$ cat src/rtl/id_decode_queue.sv
// -----------------------------------------------------------------------------
// id_decode_queue
//   Instruction decode stage with a DEPTH-entry input queue. Fetched words are
//   buffered; the head entry is decoded combinationally and captured into a
//   registered output bundle behind a valid/ready handshake. Supports RV32 or
//   RV64 (XLEN), flags unsupported encodings as illegal, and can be flushed.
//
// Ports
//   clk, rst            clock, synchronous active-high reset
//   flush               discard queue contents and the output bundle
//   if_valid/if_ready   fetch-side handshake; inst/inst_addr are the payload
//   id_valid/id_ready   execute-side handshake for the decoded bundle
//   id_pc .. illegal    decoded bundle (registered)
//   count               queue occupancy (excluding the output register)
// -----------------------------------------------------------------------------
module id_decode_queue #(
    parameter int XLEN  = 64,
    parameter int DEPTH = 4,
    parameter int CNT_W = $clog2(DEPTH) + 1
) (
    input  logic             clk,
    input  logic             rst,
    input  logic             flush,
    input  logic             if_valid,
    output logic             if_ready,
    input  logic [31:0]      inst,
    input  logic [XLEN-1:0]  inst_addr,
    output logic             id_valid,
    input  logic             id_ready,
    output logic [XLEN-1:0]  id_pc,
    output logic [10:0]      op_class,
    output logic [2:0]       func3,
    output logic             alt,
    output logic             is_word,
    output logic [4:0]       rs1_addr,
    output logic [4:0]       rs2_addr,
    output logic [4:0]       rd_addr,
    output logic             rd_w_ena,
    output logic [XLEN-1:0]  imm,
    output logic             illegal,
    output logic [CNT_W-1:0] count
);
    localparam int               PTR_W   = $clog2(DEPTH);
    localparam logic [CNT_W-1:0] FULL    = CNT_W'(DEPTH);
    localparam logic             IS_RV32 = (XLEN == 32);

    // one-hot positions inside op_class
    localparam int C_LOAD   = 0;
    localparam int C_STORE  = 1;
    localparam int C_ALUI   = 2;
    localparam int C_ALUR   = 3;
    localparam int C_BRANCH = 4;
    localparam int C_JAL    = 5;
    localparam int C_JALR   = 6;
    localparam int C_LUI    = 7;
    localparam int C_AUIPC  = 8;
    localparam int C_SYSTEM = 9;
    localparam int C_FENCE  = 10;

    logic [31:0]      r_q_inst [DEPTH];
    logic [XLEN-1:0]  r_q_pc   [DEPTH];
    logic [PTR_W-1:0] r_head;
    logic [PTR_W-1:0] r_tail;
    logic [CNT_W-1:0] r_count;

    logic             r_id_valid;
    logic [XLEN-1:0]  r_id_pc;
    logic [10:0]      r_op_class;
    logic [2:0]       r_func3;
    logic             r_alt;
    logic             r_is_word;
    logic [4:0]       r_rs1;
    logic [4:0]       r_rs2;
    logic [4:0]       r_rd;
    logic             r_rd_w_ena;
    logic [XLEN-1:0]  r_imm;
    logic             r_illegal;

    logic             w_push;
    logic             w_load;
    logic [31:0]      w_h_inst;
    logic [XLEN-1:0]  w_h_pc;
    logic [6:0]       w_opc;
    logic [2:0]       w_f3;
    logic [6:0]       w_f7;
    logic [10:0]      w_op;
    logic             w_rs1_use;
    logic             w_rs2_use;
    logic             w_rd_use;
    logic [XLEN-1:0]  w_imm;
    logic             w_bad;

    assign if_ready = (r_count != FULL) & ~rst;
    assign w_push   = if_valid & if_ready;
    assign w_load   = (~r_id_valid | id_ready) & (r_count != {CNT_W{1'b0}});

    assign w_h_inst = r_q_inst[r_head];
    assign w_h_pc   = r_q_pc[r_head];
    assign w_opc    = w_h_inst[6:0];
    assign w_f3     = w_h_inst[14:12];
    assign w_f7     = w_h_inst[31:25];

    // Queue storage: payload only, no reset needed since pointers define validity.
    always_ff @(posedge clk) begin
        if (w_push) begin
            r_q_inst[r_tail] <= inst;
            r_q_pc[r_tail]   <= inst_addr;
        end
    end

    // Queue pointers and occupancy; pointers wrap naturally since DEPTH is 2^n.
    always_ff @(posedge clk) begin
        if (rst || flush) begin
            r_head  <= {PTR_W{1'b0}};
            r_tail  <= {PTR_W{1'b0}};
            r_count <= {CNT_W{1'b0}};
        end else begin
            if (w_push) begin
                r_tail <= r_tail + PTR_W'(1);
            end
            if (w_load) begin
                r_head <= r_head + PTR_W'(1);
            end
            case ({w_push, w_load})
                2'b10:   r_count <= r_count + CNT_W'(1);
                2'b01:   r_count <= r_count - CNT_W'(1);
                default: r_count <= r_count;
            endcase
        end
    end

    // Combinational decode of the queue head.
    always_comb begin
        w_op      = 11'd0;
        w_rs1_use = 1'b0;
        w_rs2_use = 1'b0;
        w_rd_use  = 1'b0;
        w_imm     = {XLEN{1'b0}};
        w_bad     = 1'b0;
        case (w_opc)
            7'h03: begin
                w_op[C_LOAD] = 1'b1;
                w_rs1_use    = 1'b1;
                w_rd_use     = 1'b1;
                w_imm        = XLEN'($signed(w_h_inst[31:20]));
                if ((w_f3 == 3'd7) || (IS_RV32 && ((w_f3 == 3'd3) || (w_f3 == 3'd6)))) begin
                    w_bad = 1'b1;
                end else begin
                    w_bad = 1'b0;
                end
            end
            7'h23: begin
                w_op[C_STORE] = 1'b1;
                w_rs1_use     = 1'b1;
                w_rs2_use     = 1'b1;
                w_imm         = XLEN'($signed({w_h_inst[31:25], w_h_inst[11:7]}));
                if ((w_f3 > 3'd3) || (IS_RV32 && (w_f3 == 3'd3))) begin
                    w_bad = 1'b1;
                end else begin
                    w_bad = 1'b0;
                end
            end
            7'h13, 7'h1b: begin
                w_op[C_ALUI] = 1'b1;
                w_rs1_use    = 1'b1;
                w_rd_use     = 1'b1;
                w_imm        = XLEN'($signed(w_h_inst[31:20]));
                // RV32 has no word ops, and shamt is only 5 bits wide
                if (IS_RV32 && ((w_opc == 7'h1b) ||
                    (((w_f3 == 3'd1) || (w_f3 == 3'd5)) && w_h_inst[25]))) begin
                    w_bad = 1'b1;
                end else begin
                    w_bad = 1'b0;
                end
            end
            7'h33, 7'h3b: begin
                w_op[C_ALUR] = 1'b1;
                w_rs1_use    = 1'b1;
                w_rs2_use    = 1'b1;
                w_rd_use     = 1'b1;
                if ((w_f7 != 7'h00) && (w_f7 != 7'h20)) begin
                    w_bad = 1'b1;
                end else if ((w_f7 == 7'h20) && (w_f3 != 3'd0) && (w_f3 != 3'd5)) begin
                    w_bad = 1'b1;
                end else if (IS_RV32 && (w_opc == 7'h3b)) begin
                    w_bad = 1'b1;
                end else begin
                    w_bad = 1'b0;
                end
            end
            7'h63: begin
                w_op[C_BRANCH] = 1'b1;
                w_rs1_use      = 1'b1;
                w_rs2_use      = 1'b1;
                w_imm          = XLEN'($signed({w_h_inst[31], w_h_inst[7], w_h_inst[30:25],
                                                w_h_inst[11:8], 1'b0}));
                w_bad          = (w_f3 == 3'd2) || (w_f3 == 3'd3);
            end
            7'h6f: begin
                w_op[C_JAL] = 1'b1;
                w_rd_use    = 1'b1;
                w_imm       = XLEN'($signed({w_h_inst[31], w_h_inst[19:12], w_h_inst[20],
                                             w_h_inst[30:21], 1'b0}));
            end
            7'h67: begin
                w_op[C_JALR] = 1'b1;
                w_rs1_use    = 1'b1;
                w_rd_use     = 1'b1;
                w_imm        = XLEN'($signed(w_h_inst[31:20]));
            end
            7'h37: begin
                w_op[C_LUI] = 1'b1;
                w_rd_use    = 1'b1;
                w_imm       = XLEN'($signed({w_h_inst[31:12], 12'd0}));
            end
            7'h17: begin
                w_op[C_AUIPC] = 1'b1;
                w_rd_use      = 1'b1;
                w_imm         = XLEN'($signed({w_h_inst[31:12], 12'd0}));
            end
            7'h73: begin
                w_op[C_SYSTEM] = 1'b1;
                w_imm          = XLEN'(w_h_inst[31:20]);
                if (w_f3 == 3'd0) begin
                    // only ecall, ebreak and mret are supported
                    w_bad = (w_h_inst[31:20] != 12'h000) && (w_h_inst[31:20] != 12'h001) &&
                            (w_h_inst[31:20] != 12'h302);
                end else if (w_f3[1:0] != 2'b00) begin
                    // CSR ops; rs1 is a register only for the non-immediate forms
                    w_rd_use  = 1'b1;
                    w_rs1_use = ~w_f3[2];
                end else begin
                    w_bad = 1'b0;
                end
            end
            7'h0f: begin
                w_op[C_FENCE] = 1'b1;
            end
            default: begin
                w_bad = 1'b1;
            end
        endcase
        if (w_bad) begin
            w_op      = 11'd0;
            w_rs1_use = 1'b0;
            w_rs2_use = 1'b0;
            w_rd_use  = 1'b0;
            w_imm     = {XLEN{1'b0}};
        end else begin
            w_op = w_op;
        end
    end

    // Output bundle register: captures the decoded head on load, holds while stalled.
    always_ff @(posedge clk) begin
        if (rst) begin
            r_id_valid <= 1'b0;
            r_id_pc    <= {XLEN{1'b0}};
            r_op_class <= 11'd0;
            r_func3    <= 3'd0;
            r_alt      <= 1'b0;
            r_is_word  <= 1'b0;
            r_rs1      <= 5'd0;
            r_rs2      <= 5'd0;
            r_rd       <= 5'd0;
            r_rd_w_ena <= 1'b0;
            r_imm      <= {XLEN{1'b0}};
            r_illegal  <= 1'b0;
        end else if (flush) begin
            r_id_valid <= 1'b0;
        end else if (w_load) begin
            r_id_valid <= 1'b1;
            r_id_pc    <= w_h_pc;
            r_op_class <= w_op;
            r_func3    <= w_f3;
            r_alt      <= w_h_inst[30];
            r_is_word  <= (w_opc == 7'h1b) || (w_opc == 7'h3b);
            r_rs1      <= w_rs1_use ? w_h_inst[19:15] : 5'd0;
            r_rs2      <= w_rs2_use ? w_h_inst[24:20] : 5'd0;
            r_rd       <= w_rd_use  ? w_h_inst[11:7]  : 5'd0;
            r_rd_w_ena <= w_rd_use;
            r_imm      <= w_imm;
            r_illegal  <= w_bad;
        end else if (id_ready) begin
            r_id_valid <= 1'b0;
        end
    end

    assign id_valid = r_id_valid;
    assign id_pc    = r_id_pc;
    assign op_class = r_op_class;
    assign func3    = r_func3;
    assign alt      = r_alt;
    assign is_word  = r_is_word;
    assign rs1_addr = r_rs1;
    assign rs2_addr = r_rs2;
    assign rd_addr  = r_rd;
    assign rd_w_ena = r_rd_w_ena;
    assign imm      = r_imm;
    assign illegal  = r_illegal;
    assign count    = r_count;

endmodule

$ cat config.mk
export PLATFORM = sky130hd
export DESIGN_NAME = id_decode_queue
export DESIGN_NICKNAME = d
export VERILOG_FILES = /design/src/rtl/id_decode_queue.sv
export SDC_FILE = /design/constraint.sdc
export NUM_CORES = 1
export LEC_CHECK = 0
export CAP_MARGIN = 20
export CORE_ASPECT_RATIO = 1.2
export CORE_MARGIN = 2
export CORE_UTILIZATION = 41
export DETAILED_ROUTE_END_ITERATION = 10
export PLACE_DENSITY = 0.66
export SLEW_MARGIN = 20
export SYNTH_ARGS = -nofsm -noshare
export SYNTH_HDL_FRONTEND = slang
export SYNTH_SLANG_ARGS = --single-unit
$ cat constraint.sdc
create_clock -name clk -period 4.98 [get_ports clk]
set_input_delay 0.747 -clock clk [delete_from_list [all_inputs] [get_ports clk]]
set_output_delay 0.747 -clock clk [all_outputs]
set_load 0.01 [all_outputs]
==> results.yml, run 1 <==
drt:
  via_per_inst: 5.276
  drtIter0Drc: 511
  drt-pass1-iter-count: 5
  post-route-drc-count: 0
  ant_nets: 0
  routed_wl_um: 44820
  vias: 11360
  wl_per_cell_um: 20.81
synth:
  syn_avg_cell_area_um2: 15.90
  synth_seq_cells: 523
  syn_area_um2: 19790
  synth_nets: 1352
  synth_top_family_by_area: "multiplexers"
  synth_mux_area_frac: 0.1097
  ys_async_sr_fraction: 0
  synth-main-ff-cell: "edfxtp_1"
  synth-xor-area-share: 0.002655
  ys_types: 57
  yosysWarningCount: 0
  synthSimpleGateAreaFrac: 0.06998
  synth_edf_count: 384
  synth_compound_area_frac: 0.05980
  synthCells: 1245
  synth_fa_ha_area_frac: 0.004172
  seq_area_frac_synth: 0.7232
global_route:
  grt_pass1_wl_um: 68040
  grt_usage: 0.1791
  grt_pass1_vias: 11680
  gr-total-overflow: 0
  grt_max_degree: 72
  grt_antenna_before_repair: 6
sta:
  fmax_mhz: 279.7
  finalHoldViolCount: 0
  finalMaxSlewViolations: 0
  slew_headroom: 0.3229
  setup_viol: 0
  fin_crit_ns: 3.576
  worstMarginPinSlew_ns: 1.016
  finalCritPeriodShare: 0.7180
  fin_tns_setup_ns: 0
  fin_worst_skew_ns: 0.03244
  rsz0062_at_grt: "false"
floorplanning:
  std_cell_rows: 88
  fp.dieArea_um2: 50060
  fp.dieH_um: 244.7
  start_util: 0.4132
  pin_count: 267
  core_um2: 47900
  dieWidth_um: 204.6
worst_setup_path:
  crit_path_frequent_cell: "nor2_1"
  start_kind: "flip-flop"
  cp_slowest_cell: "dfxtp_1"
  crit_family: "simple AND/OR/NAND/NOR gates"
  worstSetupPathType: "flip-flop to flip-flop"
  worst-endpoint-required_ns: 5.48
  crit_arrival_ns: 4.07
  crit_buf_inv: 1
  end_kind: "flip-flop"
  slowest_delay_ns: 0.74
  crit_fanout: 20
  worstPathCellList: "buf_4 > mux4_2 > nor2_1 > nand3_1 > nor2_1 > a22oi_1 > o31ai_1"
clocking:
  cts_root_buf: "clkbuf_16"
  h-tree-depth: 2
  cts_hold_buf: 0
  cts_tree: "done"
  clkSinkCount: 523
  clk_path_buf_depth: 3
  ctsResizeCount: 0
  path_clk_slew_ns: 0.06
  clock_latency_ns: 0.61
  post-cts-setup-buffer-count: 0
  cts_made_buffers: 52
layout:
  final_cells: 2154
  fill_cells: 4006
  drive_gt1_frac: 0.1428
  syn2layout_area_growth_pct: 24.48
  final_nets: 1583
  design_area_um2: 24640
placement:
  hpwl_um: 26970
  place_congestion: 0.8774
  portBuffers: 266
  placed_cells: 2052
  dpl-instance-area_um2: 22920
run:
  drv_cap: 0
outcome:
  status: "finished clean"
pwr:
  power.static_leakage_uw: 0.007626
  peakVddDrop_mv: 0.2805
  p_per_area_nw_per_um2: 374.1
min_path:
  hold_path.class: "flip-flop to flip-flop"
## registers in the layout (all words and copies together), names as in the netlist, named ones only
signal,count
illegal,1
count,3
r_tail,2
imm,32
id_valid,1
func3,3
rd_w_ena,1
id_pc,64
is_word,1
rs1_addr,5
r_q_pc,256
alt,1
rs2_addr,5
op_class,11
rd_addr,5
r_head,2
r_q_inst,128
## worst min-delay path: stages (launching register included)
cell	delay [ns]
dfxtp_1	0.31
nand2_1	0.05
a21oi_1	0.05
## per-stage QoR
step                      total power (uW)  hold WS [ns]    util  setup slack [ns]
after floorplan                       5171        0.4695       -            0.8764
after detailed placement              5443        0.4422  0.4785             1.150
after global routing                  9525        0.4671  0.5144             1.222
after global placement                5426        0.4373  0.4781             1.117
after CTS                             9323        0.4544  0.5142             1.410
final                                 9216        0.4532  0.5144             1.404
## power breakdown
group | switching, uW | internal [uW]
registers | 42.2 | 4750
logic | 295 | 253
clock network | 1650 | 2220
total | 1990 | 7230
## layer usage
metal  part of all wire  up-vias  global-route usage
met4              0.031        4             0.06564
met5            0.00051        -                   0
met2               0.51      331              0.3136
li1                   -     5180                   -
met3              0.062       84             0.04116
met1               0.39     5765              0.2148
## area by class of cell
type	count	area, um2	area share
sequential	523	14320	0.5813
multi-input combinational	605	4918	0.1996
timing repair buffer	282	2843	0.1154
clock buffer	69	1416	0.05749
tap	630	788.3	0.03199
clock inverter	29	294.0	0.01193
inverter	12	45.04	0.001828
antenna	4	10.01	0.0004063
## synthesized netlist by cell type, drive strengths merged (3+ instances only)
| library cell | number | area share |
|---|---|---|
| edfxtp | 384 | 0.58 |
| nand2 | 216 | 0.041 |
| dfxtp | 139 | 0.14 |
| mux4 | 96 | 0.11 |
| a21oi | 94 | 0.024 |
| clkbuf | 53 | 0.010 |
| buf | 52 | 0.018 |
| o31ai | 37 | 0.016 |
| o21ai | 32 | 0.0081 |
| nor2 | 24 | 0.0046 |
| inv | 12 | 0.0023 |
| nand3b | 11 | 0.0042 |
| nand4b | 8 | 0.0035 |
| or3 | 8 | 0.0025 |
| and2 | 7 | 0.0022 |
| and3 | 7 | 0.0022 |
| ha | 5 | 0.0032 |
| a22oi | 4 | 0.0015 |
| a32oi | 4 | 0.0021 |
| nand2b | 4 | 0.0013 |
| xor2 | 4 | 0.0018 |
| nand3 | 3 | 0.0010 |
| nor2b | 3 | 0.00095 |
| nor3 | 3 | 0.00076 |
| nor3b | 3 | 0.0014 |
| nor4 | 3 | 0.0017 |
| o211ai | 3 | 0.0011 |
## placed cells by master (no fill, tap or decap), types with 4 or more instances in the layout
cell / synthesis / layout
a21oi_1: 94 / 94
a22oi_1: 4 / 4
and2_1: 6 / 6
and3_4: 0 / 4
buf_12: 0 / 5
buf_4: 32 / 12
bufinv_16: 0 / 4
clkbuf_1: 53 / 13
clkbuf_16: 0 / 53
clkdlybuf4s50_1: 0 / 265
clkinv_1: 0 / 8
clkinv_2: 0 / 7
clkinvlp_4: 0 / 4
dfxtp_1: 139 / 136
diode_2: 0 / 4
edfxtp_1: 384 / 384
ha_1: 5 / 5
inv_1: 12 / 12
mux4_2: 96 / 96
nand2_1: 216 / 216
nand3b_1: 11 / 11
nand4b_1: 8 / 8
nor2_1: 24 / 23
o21ai_0: 28 / 28
o21ai_1: 4 / 4
o31ai_1: 29 / 29
o31ai_2: 8 / 8
or3_1: 8 / 8
xor2_1: 4 / 4
## path summary, 6_finish.rpt
check             slack (ns)        end  startpoint  cells after the start
setup / recovery        1.40     imm[3]   flip-flop                      7
hold / removal          0.45  id_pc[15]   id_pc[15]                      2
setup reg to reg        1.40     imm[3]   flip-flop                      7
hold reg to reg         0.45  id_pc[15]   id_pc[15]                      2
## cell families (layout without fill, tap and decap cells)
| kind of cell | after synthesis | in the layout |
|---|---|---|
| other | 0 | 4 |
| multiplexers | 97 | 97 |
| buffers and inverters | 117 | 392 |
| AO/OA/AOI/OAI | 189 | 189 |
| adder cells (fa/ha/maj) | 6 | 6 |
| XOR/XNOR | 6 | 6 |
| AND/OR/NAND/NOR | 307 | 307 |
| flip-flops | 523 | 523 |
Power figures use the tool's default switching activity.
==> run 2: changes to the inputs <==
- clock period: 4.98 -> 3.55 ns (I/O delays scaled with it)
==> run 2 against run 1 <==
Effect of this change: sequential cell count stayed put; sequential share of layout area shrank 0.45 points; critical endpoint is now op_class[4]; largest cell class unchanged; fmax grew 15%.
==> results.yml, run 2 (synthesis gave the netlist of run 1 again) <==
worst_setup_path:
  crit_arrival_ns: 3.60
  r2r_cells: 8
  worstSetupPathType: "flip-flop to flip-flop"
  reg2reg_to: "op_class[4]"
  worst-endpoint-required_ns: 4.05
  end_kind: "flip-flop"
  start_kind: "flip-flop"
  crit_fanout: 59
  rrSetupSlack_ns: 0.45
clocking:
  cts_root_buf: "clkbuf_16"
  h-tree-depth: 2
  clkSinkCount: 523
  clock_latency_ns: 0.60
  ctsResizeCount: 0
  cts_tree: "done"
  post-cts-setup-buffer-count: 0
  clk_path_buf_depth: 3
  cts_made_buffers: 50
  path_clk_slew_ns: 0.06
  cts_hold_buf: 0
placement:
  hpwl_um: 28020
  portBuffers: 266
  dpl-instance-area_um2: 23090
  place_congestion: 0.8991
layout:
  seq_area_um2: 14320
  layout_common_cells: "edfxtp_1 (384), clkdlybuf4s50_1 (265), nand2_1 (216), dfxtp_1 (136), mux4_2 (96)"
  largest_reg_flops: 256
  top_register: "r_q_pc"
  mostFrequentLayoutCell: "edfxtp_1"
  syn2layout_area_growth_pct: 25.44
  multiInputGateArea_um2: 4918
  fill_cells: 3959
  final_nets: 1597
  design_area_um2: 24830
  drive_gt1_frac: 0.1534
floorplanning:
  dieWidth_um: 204.6
  std_cell_rows: 88
  core_um2: 47900
  start_util: 0.4132
  pin_count: 267
  fp.dieArea_um2: 50060
  fp.dieH_um: 244.7
sta:
  fin_tns_setup_ns: 0
  rsz0062_at_grt: "false"
  worstMarginPinSlew_ns: 0.9929
  finalCritPeriodShare: 0.8729
  finalMaxSlewViolations: 0
  fin_crit_ns: 3.099
  slew_headroom: 0.3381
  fmax_mhz: 322.7
  setup_viol: 0
  finalHoldViolCount: 0
  fin_worst_skew_ns: 0.01766
global_route:
  grt_antenna_before_repair: 3
  grt_usage: 0.1786
  gr-total-overflow: 0
  grt_pass1_vias: 11710
  grt_max_degree: 70
  grt_pass1_wl_um: 68200
drt:
  via_per_inst: 5.262
  vias: 11380
  wl_per_cell_um: 20.68
  drtIter0Drc: 766
  post-route-drc-count: 0
  routed_wl_um: 44740
  ant_nets: 0
  drt-pass1-iter-count: 5
outcome:
  status: "finished clean"
min_path:
  holdPathStages: 2
  min_to: "rs1_addr[4]"
  min_from: "rs1_addr[4]"
  hold_path.class: "flip-flop to flip-flop"
pwr:
  peakVddDrop_mv: 0.4358
  p_per_area_nw_per_um2: 525.4
  power.static_leakage_uw: 0.007752
run:
  drv_cap: 0
-- run 2: worst max-delay path by stage --
stage	endpoint	slack [ns]
floorplan	r_q_inst[0][0]	0.74
global placement	op_class[4]	0.44
detailed placement	rs2_addr[1]	0.45
CTS	op_class[4]	0.44
global route	op_class[2]	0.19
finish	op_class[4]	0.45
-- run 2: layer usage --
layer  wire length, um  vias up  global-route usage
met3              2568       74             0.03505
li1                  -     5197                   -
met5                14        -                   0
met1             18080     5756              0.2179
met4              1114        2             0.06223
met2             22960      352              0.3149
-- run 2: area by class of cell --
class / count / share of cell area
well taps: 630 / 0.03175
flip-flops and latches: 523 / 0.5769
repair buffers: 298 / 0.1214
diodes: 1 / 0.0001008
clock buffers: 67 / 0.05881
multi-input cells: 605 / 0.1981
clock inverters: 27 / 0.01119
inverters: 12 / 0.001814
-- run 2: critical path: stages (launching register included) --
cell and delay, ns:
dfxtp_2 0.52, buf_12 0.19, mux4_2 0.55, nor4_1 0.54, o211ai_1 0.20, a32oi_2 0.23, nand3_2 0.09, buf_4 0.30
o41ai_2 0.33
-- run 2: where the power goes --
part           switching, uW  internal [uW]
logic                    416            370
registers               59.8           6670
clock network           2270           3260
total                   2750          10300
-- run 2: metrics by stage --
| stage | hold slack, ns | instances | setup WS, ns | utilization | total power, uW |
|---|---|---|---|---|---|
| after floorplan | 0.4695 | 1245 | 0.7402 | - | 7250 |
| after global placement | 0.4377 | 2068 | 0.4406 | 0.4820 | 7633 |
| after detailed placement | 0.4432 | 2068 | 0.4495 | 0.4820 | 7651 |
| after CTS | 0.4526 | 2162 | 0.4401 | 0.5183 | 13190 |
| after global routing | 0.4725 | 2163 | 0.1925 | 0.5184 | 13480 |
| final | 0.4505 | 2163 | 0.4513 | 0.5184 | 13050 |
